`config.mk`:
```
export PLATFORM = sky130hd
export DESIGN_NAME = ppu_mc_core
export DESIGN_NICKNAME = d
export VERILOG_FILES = /design/src/rtl/ppu_mc_core.sv
export SDC_FILE = /design/constraint.sdc
export NUM_CORES = 1
export LEC_CHECK = 0
export CAP_MARGIN = 15
export CORE_MARGIN = 2
export CORE_UTILIZATION = 40
export DETAILED_ROUTE_END_ITERATION = 16
export PLACE_DENSITY = 0.61
export SETUP_SLACK_MARGIN = 0.05
export SYNTH_ARGS = -nofsm -noshare
export SYNTH_HDL_FRONTEND = slang
export SYNTH_SLANG_ARGS = --single-unit
```
`constraint.sdc`:
```
create_clock -name clk -period 3.29 [get_ports clk]
set_input_delay 0.658 -clock clk [delete_from_list [all_inputs] [get_ports clk]]
set_output_delay 0.658 -clock clk [all_outputs]
set_load 0.01 [all_outputs]
```
`src/rtl/ppu_mc_core.sv`:
```
// Multi-cycle accumulator core with a req/ack word bus, carry flag, conditional jumps and sticky HALT.
// Optional immediate ops (LOADI/ADDI) are enabled by defining PPU_IMMEDIATE_EN.
module ppu_mc_core #(
  parameter int ADDR_WIDTH = 8,
  parameter int DATA_WIDTH = 16
) (
  input  logic                  clk,
  input  logic                  rst,
  output logic                  mem_req,
  output logic                  mem_we,
  output logic [ADDR_WIDTH-1:0] mem_addr,
  output logic [DATA_WIDTH-1:0] mem_wdata,
  input  logic [DATA_WIDTH-1:0] mem_rdata,
  input  logic                  mem_ack,
  output logic                  halted,
  output logic                  carry_out,
  output logic [ADDR_WIDTH-1:0] program_counter_out,
  output logic [DATA_WIDTH-1:0] register_AC_out,
  output logic [DATA_WIDTH-1:0] memory_data_register_out,
  output logic [ADDR_WIDTH-1:0] memory_addr_register_out,
  output logic [DATA_WIDTH-1:0] instruction_register_out
);
  localparam int AW = ADDR_WIDTH;
  localparam int DW = DATA_WIDTH;

  if (DATA_WIDTH < ADDR_WIDTH + 4) begin : g_width_chk
    $error("ppu_mc_core: DATA_WIDTH must be >= ADDR_WIDTH+4");
  end

  localparam logic [3:0] OP_ADD   = 4'h0;
  localparam logic [3:0] OP_STORE = 4'h1;
  localparam logic [3:0] OP_LOAD  = 4'h2;
  localparam logic [3:0] OP_JUMP  = 4'h3;
  localparam logic [3:0] OP_JNEG  = 4'h4;
  localparam logic [3:0] OP_SUB   = 4'h5;
  localparam logic [3:0] OP_AND   = 4'h6;
  localparam logic [3:0] OP_JZERO = 4'h7;
  localparam logic [3:0] OP_SHL   = 4'h8;
  localparam logic [3:0] OP_SHR   = 4'h9;
  localparam logic [3:0] OP_LOADI = 4'hA;
  localparam logic [3:0] OP_ADDI  = 4'hB;
  localparam logic [3:0] OP_HALT  = 4'hF;

  typedef enum logic [1:0] {S_FETCH, S_DECODE, S_EXEC, S_HALT} state_t;

  state_t        state_q;
  logic [AW-1:0] pc_q, mar_q;
  logic [DW-1:0] ac_q, mdr_q, ir_q;
  logic          carry_q, halted_q;

  logic [3:0]    opc;
  logic [AW-1:0] arg;
  logic          exec_mem;
  logic [DW:0]   add_r, sub_r;

  function automatic logic is_mem(input logic [3:0] op);
    return op inside {OP_ADD, OP_STORE, OP_LOAD, OP_SUB, OP_AND};
  endfunction

  assign opc      = ir_q[DW-1 -: 4];
  assign arg      = ir_q[AW-1:0];
  assign exec_mem = (state_q == S_EXEC) && is_mem(opc);
  assign add_r    = {1'b0, ac_q} + {1'b0, mem_rdata};
  // carry out of AC + ~M + 1 is the no-borrow flag
  assign sub_r    = {1'b0, ac_q} + {1'b0, ~mem_rdata} + {{DW{1'b0}}, 1'b1};

`ifdef PPU_IMMEDIATE_EN
  logic [DW-1:0] imm;
  logic [DW:0]   addi_r;
  assign imm    = {{(DW-AW){1'b0}}, arg};
  assign addi_r = {1'b0, ac_q} + {1'b0, imm};
`endif

  // Request is decoded from state so a fetch can be acked in its first cycle;
  // reset masks it at once so an in-flight transfer is abandoned.
  assign mem_req   = !rst && ((state_q == S_FETCH) || exec_mem);
  assign mem_we    = (state_q == S_EXEC) && (opc == OP_STORE);
  assign mem_addr  = mar_q;
  assign mem_wdata = ac_q;

  assign halted                   = halted_q;
  assign carry_out                = carry_q;
  assign program_counter_out      = pc_q;
  assign register_AC_out          = ac_q;
  assign memory_data_register_out = mdr_q;
  assign memory_addr_register_out = mar_q;
  assign instruction_register_out = ir_q;

  always_ff @(posedge clk) begin
    if (rst) begin
      state_q  <= S_FETCH;
      pc_q     <= '0;
      mar_q    <= '0;
      ac_q     <= '0;
      mdr_q    <= '0;
      ir_q     <= '0;
      carry_q  <= 1'b0;
      halted_q <= 1'b0;
    end else begin
      case (state_q)
        S_FETCH: begin
          if (mem_ack) begin
            mdr_q   <= mem_rdata;
            state_q <= S_DECODE;
          end
        end
        S_DECODE: begin
          ir_q    <= mdr_q;
          pc_q    <= pc_q + AW'(1);
          if (is_mem(mdr_q[DW-1 -: 4])) mar_q <= mdr_q[AW-1:0];
          state_q <= S_EXEC;
        end
        S_EXEC: begin
          if (is_mem(opc)) begin
            if (mem_ack) begin
              if (opc != OP_STORE) mdr_q <= mem_rdata;
              case (opc)
                OP_ADD:  {carry_q, ac_q} <= add_r;
                OP_SUB: begin
                  ac_q    <= sub_r[DW-1:0];
                  carry_q <= sub_r[DW];
                end
                OP_LOAD: ac_q <= mem_rdata;
                OP_AND:  ac_q <= ac_q & mem_rdata;
                default: ;
              endcase
              mar_q   <= pc_q;
              state_q <= S_FETCH;
            end
          end else begin
            // MAR tracks the next fetch address; jumps override it below
            mar_q   <= pc_q;
            state_q <= S_FETCH;
            case (opc)
              OP_JUMP: begin
                pc_q  <= arg;
                mar_q <= arg;
              end
              OP_JNEG: begin
                if (ac_q[DW-1]) begin
                  pc_q  <= arg;
                  mar_q <= arg;
                end
              end
              OP_JZERO: begin
                if (ac_q == '0) begin
                  pc_q  <= arg;
                  mar_q <= arg;
                end
              end
              OP_SHL: begin
                ac_q    <= {ac_q[DW-2:0], 1'b0};
                carry_q <= ac_q[DW-1];
              end
              OP_SHR: begin
                ac_q    <= {ac_q[DW-1], ac_q[DW-1:1]};
                carry_q <= ac_q[0];
              end
              OP_HALT: begin
                state_q  <= S_HALT;
                halted_q <= 1'b1;
              end
`ifdef PPU_IMMEDIATE_EN
              OP_LOADI: ac_q <= imm;
              OP_ADDI:  {carry_q, ac_q} <= addi_r;
`endif
              default: ;
            endcase
          end
        end
        S_HALT: ;
        default: state_q <= S_FETCH;
      endcase
    end
  end
endmodule
```
Word-level counts from Yosys, hierarchy flattened
Cells that the tools add are included.
- bits of input ports: 19
- bits in registers: 68
- word-level logic and storage cells: 95
- output and inout port bits: 92
- add/subtract/negate cells: 4
- reduce and logical (&&, ||, !) cells: 24
- equal/unequal tests: 28
- bitwise gates (word level): 3
- multiplexer cells: 27
- operators with widths (cell ; count):
    two-way mux 16 bit ; 6
    case mux 16 bit (2 select lines) ; 2
    case mux 16 bit (4 select lines) ; 1
    two-way mux 8 bit ; 6
    adder 16 x 16 -> 17 bit ; 2
    case mux 8 bit (2 select lines) ; 2
    equality test 4 x 3 -> 1 bit, second input constant ; 6
    case mux 8 bit (3 select lines) ; 1
    adder 17 x 1 -> 17 bit, second input constant ; 1
    AND 16 bit ; 1
    zero test 16 bit ; 1
    inverter 16 bit ; 1
    equality test 4 x 2 -> 1 bit, second input constant ; 3
    equality test 4 bit, second input constant ; 3
    inequality test 2 bit, second input constant ; 6
    AND reduction 5 bit ; 2
    nonzero test 5 bit ; 2
    AND reduction 3 bit ; 3
    adder 8 x 1 -> 8 bit, second input constant ; 1
    equality test 4 x 1 -> 1 bit, second input constant ; 2
    zero test 4 bit ; 2
    two-way mux 2 bit ; 4
    AND reduction 4 bit ; 2
    inequality test 3 bit, second input constant ; 2
    other kinds (16) ; 24

Longest topological paths before layout
Gate-level depths: netlist (run 1).
- depth after elaboration: 6
- gate-level depth with buffers: 11
- depth with buffers taken out: 11

Worst setup path after synthesis (run 1)
No wires, ideal clock.
- kind: input port to flip-flop
- from: input mem_rdata[2]
- to: register ac_q[13], in the netlist mem_wdata[13]
- setup slack: 0.603 ns
- library setup time: 0.134 ns
- stages: 11
- data arrival time: 2.553 ns
- cells stage by stage: inv_1 > ha_1 > buf_2 > o21a_1 > o31a_1 > o21a_1 > a31oi_2 > o41ai_2 > xor2_1 > a2111oi_2 > a211oi_2
- cells in the longest elaborated chain, start to end: 6
- RTL lines (what ; line ; text):
    start: declaration ; 13 ; input logic [DATA_WIDTH-1:0] mem_rdata,
    inverter 16 bit ; 65 ; assign sub_r = {1'b0, ac_q} + {1'b0, ~mem_rdata} + {{DW{1'b0}}, 1'b1};
    adder 16 x 16 -> 17 bit ; 65 ;
    adder 17 x 1 -> 17 bit ; 65 ;
    case mux 16 bit (4 select lines) (*) ; 117 ; case (opc)
    two-way mux 16 bit (*) ; 115 ; if (mem_ack) begin
    two-way mux 16 bit (*) ; 114 ; if (is_mem(opc)) begin
    end signal: assignment ; 118 ; OP_ADD: {carry_q, ac_q} <= add_r;
    end signal: assignment ; 120 ; ac_q <= sub_r[DW-1:0];
    end signal: assignment ; 123 ; OP_LOAD: ac_q <= mem_rdata;
    end: declaration ; 48 ; logic [DW-1:0] ac_q, mdr_q, ir_q;
Every way passes the cells marked *; elsewhere a longest branch is shown, timed or not. The select of a mux whose other input is x is not followed.
A chain may end at the register's enable or synchronous reset.

Worst setup path after layout (run 1)
- from: input mem_rdata[1]
- to: register ac_q[13], in the netlist mem_wdata[13]
Same word-level chain as after synthesis.

==> results of run 1 <==
==> registers in the layout, summed over array words and instances (netlist names) <==
| name | cells |
|---|---|
| mem_wdata | 16 |
| memory_data_register_out | 16 |
| program_counter_out | 8 |
| halted | 1 |
| state_q | 2 |
| carry_out | 1 |
| instruction_register_out | 16 |
| mem_addr | 8 |
==> power by group <==
part           internal, mW  switching (mW)
sequential            0.876          0.0671
clock                 0.667           0.395
combinational         0.345           0.408
total                  1.89           0.870
==> routing by layer <==
metal / GRT usage [%] / up-vias
met5: 0 / -
met4: 10.13 / 0
met3: 4.746 / 36
met2: 43.75 / 228
met1: 35.22 / 2791
li1: - / 2800
==> stage by stage <==
stage / setup WS, ns / power (mW) / setup TNS (ns) / std cells / util, %
6_report: 0.1954 / 2.757 / 0 / 1012 / 54.42
5_1_grt: 0.03692 / 2.897 / 0 / 1012 / 54.42
4_1_cts: 0.2180 / 2.779 / 0 / 1011 / 54.26
3_5_place_dp: -0.1392 / 1.704 / -0.6351 / 995 / 51.84
3_3_place_gp: -0.1438 / 1.698 / -0.4673 / 995 / 51.84
2_1_floorplan: 0.6028 / 1.390 / 0 / 717 / -
==> repair_timing <==
action | 4_1_cts | 5_1_grt
hold buffers | 0 | 0
buffers inserted | 0 | 1
setup endpoints to repair | 0 | 3
gates resized for setup | 0 | 3
==> synth_stat cells (3+ instances only) <==
| cell type | instances |
|---|---|
| o21a_1 | 7 |
| o221ai_1 | 4 |
| dfxtp_1 | 68 |
| nor4_1 | 6 |
| a221oi_1 | 4 |
| buf_4 | 26 |
| o21ai_0 | 19 |
| nor3_1 | 17 |
| a211o_1 | 4 |
| nand2_1 | 37 |
| a21oi_1 | 81 |
| nand3_1 | 6 |
| nor3b_1 | 3 |
| a211oi_1 | 11 |
| a2111oi_0 | 3 |
| mux2i_1 | 50 |
| ha_1 | 38 |
| clkbuf_1 | 24 |
| o31a_1 | 3 |
| buf_2 | 11 |
| o221a_2 | 3 |
| o21ai_1 | 12 |
| a21oi_2 | 3 |
| a22o_1 | 7 |
| or3_1 | 3 |
| inv_1 | 39 |
| buf_1 | 8 |
| o22ai_1 | 8 |
| a21o_1 | 10 |
| a311oi_1 | 3 |
| o21bai_1 | 3 |
| o211ai_1 | 8 |
| mux2_2 | 3 |
| a31oi_1 | 11 |
| nor2_1 | 105 |
| nand2b_1 | 11 |
| nand4_1 | 3 |
| xnor2_1 | 3 |
| nor2b_1 | 5 |
==> cell families (layout without fill, tap and decap cells) <==
group,after synthesis,count (layout)
buffers and inverters,109,228
DFF,68,68
adders and majority gates,40,40
muxes,54,54
xor gates and xnor gates,4,4
and+or+nand+nor,210,210
AOI/OAI and AO/OA,232,232
==> critical path, cell delays in order <==
cell             delay (ns)
clkdlybuf4s50_1        0.48
inv_1                  0.09
ha_1                   0.29
nor2b_1                0.15
o31a_1                 0.24
o21a_1                 0.20
a31oi_2                0.34
o41ai_2                0.14
xor2_1                 0.16
a2111oi_2              0.41
a211oi_2               0.11
==> worst paths after layout <==
kind         slack (ns)       endpoint
min                0.45         halted
max reg2reg        0.49  mem_wdata[12]
max                0.20  mem_wdata[13]
min reg2reg        0.45         halted
==> cells in the final DEF, fill, tap and decap left out, types with 5 or more instances in the layout <==
| cell | instances |
|---|---|
| a22o_1 | 7 |
| ha_1 | 38 |
| clkbuf_16 | 9 |
| mux2i_1 | 50 |
| a211oi_1 | 11 |
| a21oi_1 | 81 |
| o21a_1 | 7 |
| nand3_1 | 6 |
| nand2_1 | 37 |
| o211ai_1 | 8 |
| nor4_1 | 6 |
| nand2b_1 | 11 |
| nor3_1 | 17 |
| buf_4 | 62 |
| o21ai_0 | 19 |
| a31oi_1 | 10 |
| o21ai_1 | 12 |
| nor2_1 | 105 |
| clkdlybuf4s50_1 | 109 |
| a21o_1 | 10 |
| inv_1 | 39 |
| o22ai_1 | 8 |
| dfxtp_1 | 68 |
| nor2b_1 | 5 |
==> area by class of cell <==
cell class	count	area (sq um)
Clock buffer	9	225.2
Clock inverter	7	97.59
Fill cell	1325	6083
Inverter	40	150.1
Multi-Input combinational cell	540	3649
Sequential cell	68	1361
Tap cell	176	220.2
Timing Repair Buffer	172	1562
==> impl_results.md, run 1 <==
- Clock Latency Late Sink: around 0.34 ns
- Largest net degree at the start of global routing: 65
- Syn Nets: around 780
- Lkg Pwr: around 3.0 nW
- Outcome: complete, no violations
- Vias in the first global route: 5679
- Post-synth cell types: 79
- Crit Path Category: input pin to flip-flop
- Syn Inst Count: between 700 and 800
- Fraction of layout cells with a size suffix above 1: 12.80%
- Share of flip-flops with an asynchronous set or reset: 0%
- Unrepaired setup endpoints after global routing: true
- # setup viols final: 0
- WP data arrival: 3.29 ns
- DRT iter0 DRCs: 579
- # clock sinks: 68
- Final Hold Fails: 0
- Max-cap violation count: 0
- Synth Area in XOR/XNOR: 0.6352%
- Synth area leader: dfxtp_1
- Prevailing post-synth register cell: dfxtp_1
- Area after DPL: between 0.006 and 0.007 sq mm
- Port Buf Inserts: 110
- Placeable core area: about 0.013 sq mm
- Crit Path Max Fanout: 4
- Reg2reg path depth: 12
- DRC viols: 0
- Final period util: between 90% and 100%
- Worst-Margin Slew: 0.8470 ns
- Hold_ws: around 0.45 ns
- ANT cells: 0
- Syn avg cell area: between 7 and 8 sq um
- Slew margin rel.: 43.53%
- DR vias: 5855
- # IOs: 111
- GRT Util Overall: 26.81%
- Total die area: 0.01474 sq mm
- CP required: 3.48 ns
- Hold Path Class: flip-flop to flip-flop
- Compound-Gate Fraction of Synth Area: 28.40%
- Antenna violations before repair: 0
- Top post-synthesis cells by area: dfxtp_1, mux2i_1, ha_1, a21oi_1, nor2_1
- Fin nets: 890
- Synth Area in Adders: 9.347%
- Post-synthesis mux area share: 9.891%
- Fin area: 0.007264 sq mm
- Slew Limit Fails: 0
- CP Launch Point: mem_rdata[1]
- Mapped cell area: 0.005515 sq mm
- Clock-pin slew on the worst setup and hold paths: 0.06 ns
- H-tree levels: 3
- Sequential fraction of the synthesis area: around a quarter
- CTS tree: done
- Wire per inst: 19.21 um
- Wire length on met3: about 1300 um
- Yosys reg bits: 68
- Initial Util: about two fifths
- Layout area overhead: 31.72%
- Worst R2R Start: mem_wdata[0]
- WL met2: 9194 um
- Antenna Nets Post-Route: 0
- Hold depth: 2
- Routed Wire Length: 19440 um
- Largest family of logic cells by synthesized area: compound AO/OA/AOI/OAI gates
- Die X: roughly 120 um
- Simple-gate share of the synthesized area: between 15 and 20%
- Min Clock Period, post-route: 3.095 ns
- Vert. Die Dim: approximately 120 um
- GR Overflow Total: 0
- Yosys warns: 0
- Max VDD drop: 0.2635 mV
- Hold path startpoint: halted
- F_max: 323.1 MHz
- Crit end category: flip-flop
- Rows: 42
- DP HPWL: 14410 um
- RePlAce Congestion: 0.9267
- CP startpoint kind: input pin
- Deepest clock path buffer count: 2
- Final setup skew: roughly 0.0052 ns
- First-pass GRT wire length: slightly above 30000 um
- Vias per cell: 5.786
- EDFF count, synth: 0
- PD cells: 379.6 mW/mm^2
- CTS Buf Count: 9
- Top Layer Used: met4
- Area share of the largest cell type after synthesis: between 20% and 30%
- Wl on met1: 8506 um
- Pre-Repair DR Iteration Count: 5
- CTS root buf: clkbuf_16
Power figures use the tool's default switching activity.
==> inputs of run 2 (changes only) <==
Settings changed: CORE_MARGIN 2 to unset, SETUP_SLACK_MARGIN 0.05 to unset.
==> run 2 against run 1 <==
  * Via count up 0.68%
  * Flip-flop and latch count stayed put
  * Non-clock buffer count is 11 higher
  * Largest power group unchanged
==> impl_results.md, run 2 (synthesis results as in run 1) <==
- Outcome: complete, no violations
- Comb power frac: between 20% and 30%
- GR Overflow Total: 0
- Deepest clock path buffer count: 2
- Initial Util: 41.32%
- Max VDD drop: 0.2736 mV
- Vias per cell: 5.762
- DR vias: 5895
- # clock sinks: 68
- PD cells: 371.5 mW/mm^2
- Rows: 42
- GRT Util Overall: 27.11%
- Final setup skew: 0.01061 ns
- Wl on met1: 8729 um
- H-tree levels: 3
- WL met2: 9016 um
- Routed Wire Length: 19260 um
- Commonest non-fill, non-tap cell in the layout: clkdlybuf4s50_1
- Worst-Margin Slew: 0.9261 ns
- CTS Buf Count: 9
- Clock Latency Late Sink: 0.35 ns
- Port Buf Inserts: 110
- Lkg Pwr: around 3.0 nW
- Part of the power in registers: 34.8%
- F_max: 328.0 MHz
- Top Layer Used: met4
- CTS tree: done
- Min Clock Period, post-route: 3.049 ns
- Crit Path Max Fanout: 4
- CP delay by family, top: compound AO/OA/AOI/OAI gates
- CP required: 3.53 ns
- WP data arrival: about 3.3 ns
- RePlAce Congestion: 0.9239
- DRT iter0 DRCs: 452
- Largest net degree at the start of global routing: 55
- Wire per inst: 18.83 um
- Reg2reg path depth: 10
- Unrepaired setup endpoints after global routing: false
- # setup viols final: 0
- Crit Path Category: input pin to flip-flop
- Most frequent cells in the layout: clkdlybuf4s50_1, nor2_1, a21oi_1, buf_4, dfxtp_1
- DP HPWL: 14600 um
- Layout area overhead: 32.80%
- CP startpoint kind: input pin
- Vias in the first global route: roughly 5500
- Slowest cell on the critical path: clkdlybuf4s50_1
- Final Hold Fails: 0
- Max-cap violation count: 0
- Vert. Die Dim: 119.4 um
- Fraction of layout cells with a size suffix above 1: between 10% and 20%
- Antenna violations before repair: 0
- Fin nets: 901
- Antenna Nets Post-Route: 0
- ANT cells: 0
- Switch Pwr: 0.8943 mW
- Placeable core area: 0.01335 sq mm
- Post CTS Setup Buffer Count: 0
- Wire length on met3: 1151 um
- Buffers & Inverters on Critical Path: 2
- # IOs: about 110
- Total die area: 0.01426 sq mm
- Final period util: 92.67%
- Hold Path Class: flip-flop to flip-flop
- Hold_ws: 0.4521 ns
- Critical-path cell list: clkdlybuf4s50_1, inv_1, ha_1, nor2_1, o211a_1, o2111ai_2, a21oi_2, a2111oi_2, or4_1, a31oi_1, o21ai_1
- Clock share of power: 37.5%
- Crit end category: flip-flop
- Pre-Repair DR Iteration Count: 6
- CP Depth: 11
- Dpl cells: a little over 1000
- DRC viols: 0
- Sw frac: between 30% and 40%
- Slew margin rel.: between 30% and 40%
- Clock-pin slew on the worst setup and hold paths: 0.07 ns
- Max incr delay on CP: roughly 0.47 ns
- CTS root buf: clkbuf_16
- First-pass GRT wire length: 30200 um
- Die X: 119.4 um
- # hold bufs at CTS: 0
- Slew Limit Fails: 0
- Hold depth: 2
- Internal power: 1.827 mW
- Non-Filler Instances: 1023
run 2: metrics by stage:
stage          utilization, %  TNS (ns)  setup slack [ns]  total power, mW  area, sq um
4_1_cts                 54.83         0            0.1389            2.728         7318
5_1_grt                 54.87         0           0.04459            2.844         7325
3_3_place_gp            52.51   -0.4226           -0.1620            1.705         7009
6_report                54.87         0            0.2412            2.721         7325
3_5_place_dp            52.51   -0.6002           -0.2024            1.713         7009
2_1_floorplan               -         0            0.6028            1.390         5515
run 2: repair_timing:
item	in CTS	in global routing
endpoints found under the hold margin	0	0
gates resized for setup	0	2
setup endpoints to repair	0	3
run 2: routing by layer:
layer  up-vias  track usage, %
met5         -               0
met4         0           7.187
met3        26           5.125
met2       215           44.77
met1      2833           36.00
li1       2821               -
run 2: final cells by class:
cell class	instances	area, sq um
Fill cell	1307	6023
Multi-Input combinational cell	540	3638
Timing Repair Buffer	183	1644
Sequential cell	68	1363
Clock buffer	9	225.2
Tap cell	176	220.2
Inverter	40	150.1
Clock inverter	7	83.83
run 2: worst paths after layout:
check / start / end / slack, ns
worst max-delay path: mem_rdata[4] / mem_wdata[15] / 0.24
worst min register to register: mem_addr[4] / mem_addr[4] / 0.45
worst min-delay path: mem_addr[4] / mem_addr[4] / 0.45
worst max register to register: mem_wdata[1] / mem_wdata[12] / 0.51
run 2: worst register-to-register path: cells and delay by family, from the launching register on:
kind,cells,cell delay [ns]
AOI/OAI and AO/OA,6,1.22
adders and majority gates,1,0.48
buffers and inverters,1,0.19
DFF,1,0.56
and+or+nand+nor,2,0.22
run 2: power by group through the flow:
stage	combinational, mW	clock, mW	sequential (mW)
3_3_place_gp	0.743	0	0.962
3_5_place_dp	0.747	0	0.965
5_1_grt	0.823	1.06	0.956
4_1_cts	0.751	1.03	0.947
2_1_floorplan	0.428	0	0.961
6_report	0.754	1.02	0.947
==> inputs of run 3 (changes only) <==
Settings changed: CTS_BUF_LIST set to sky130_fd_sc_hd__clkbuf_16, GPL_ROUTABILITY_DRIVEN set to 1, SLEW_MARGIN set to 20.
==> results of run 3 <==
No change in the layout: final DEF, timing and power equal those of run 2.
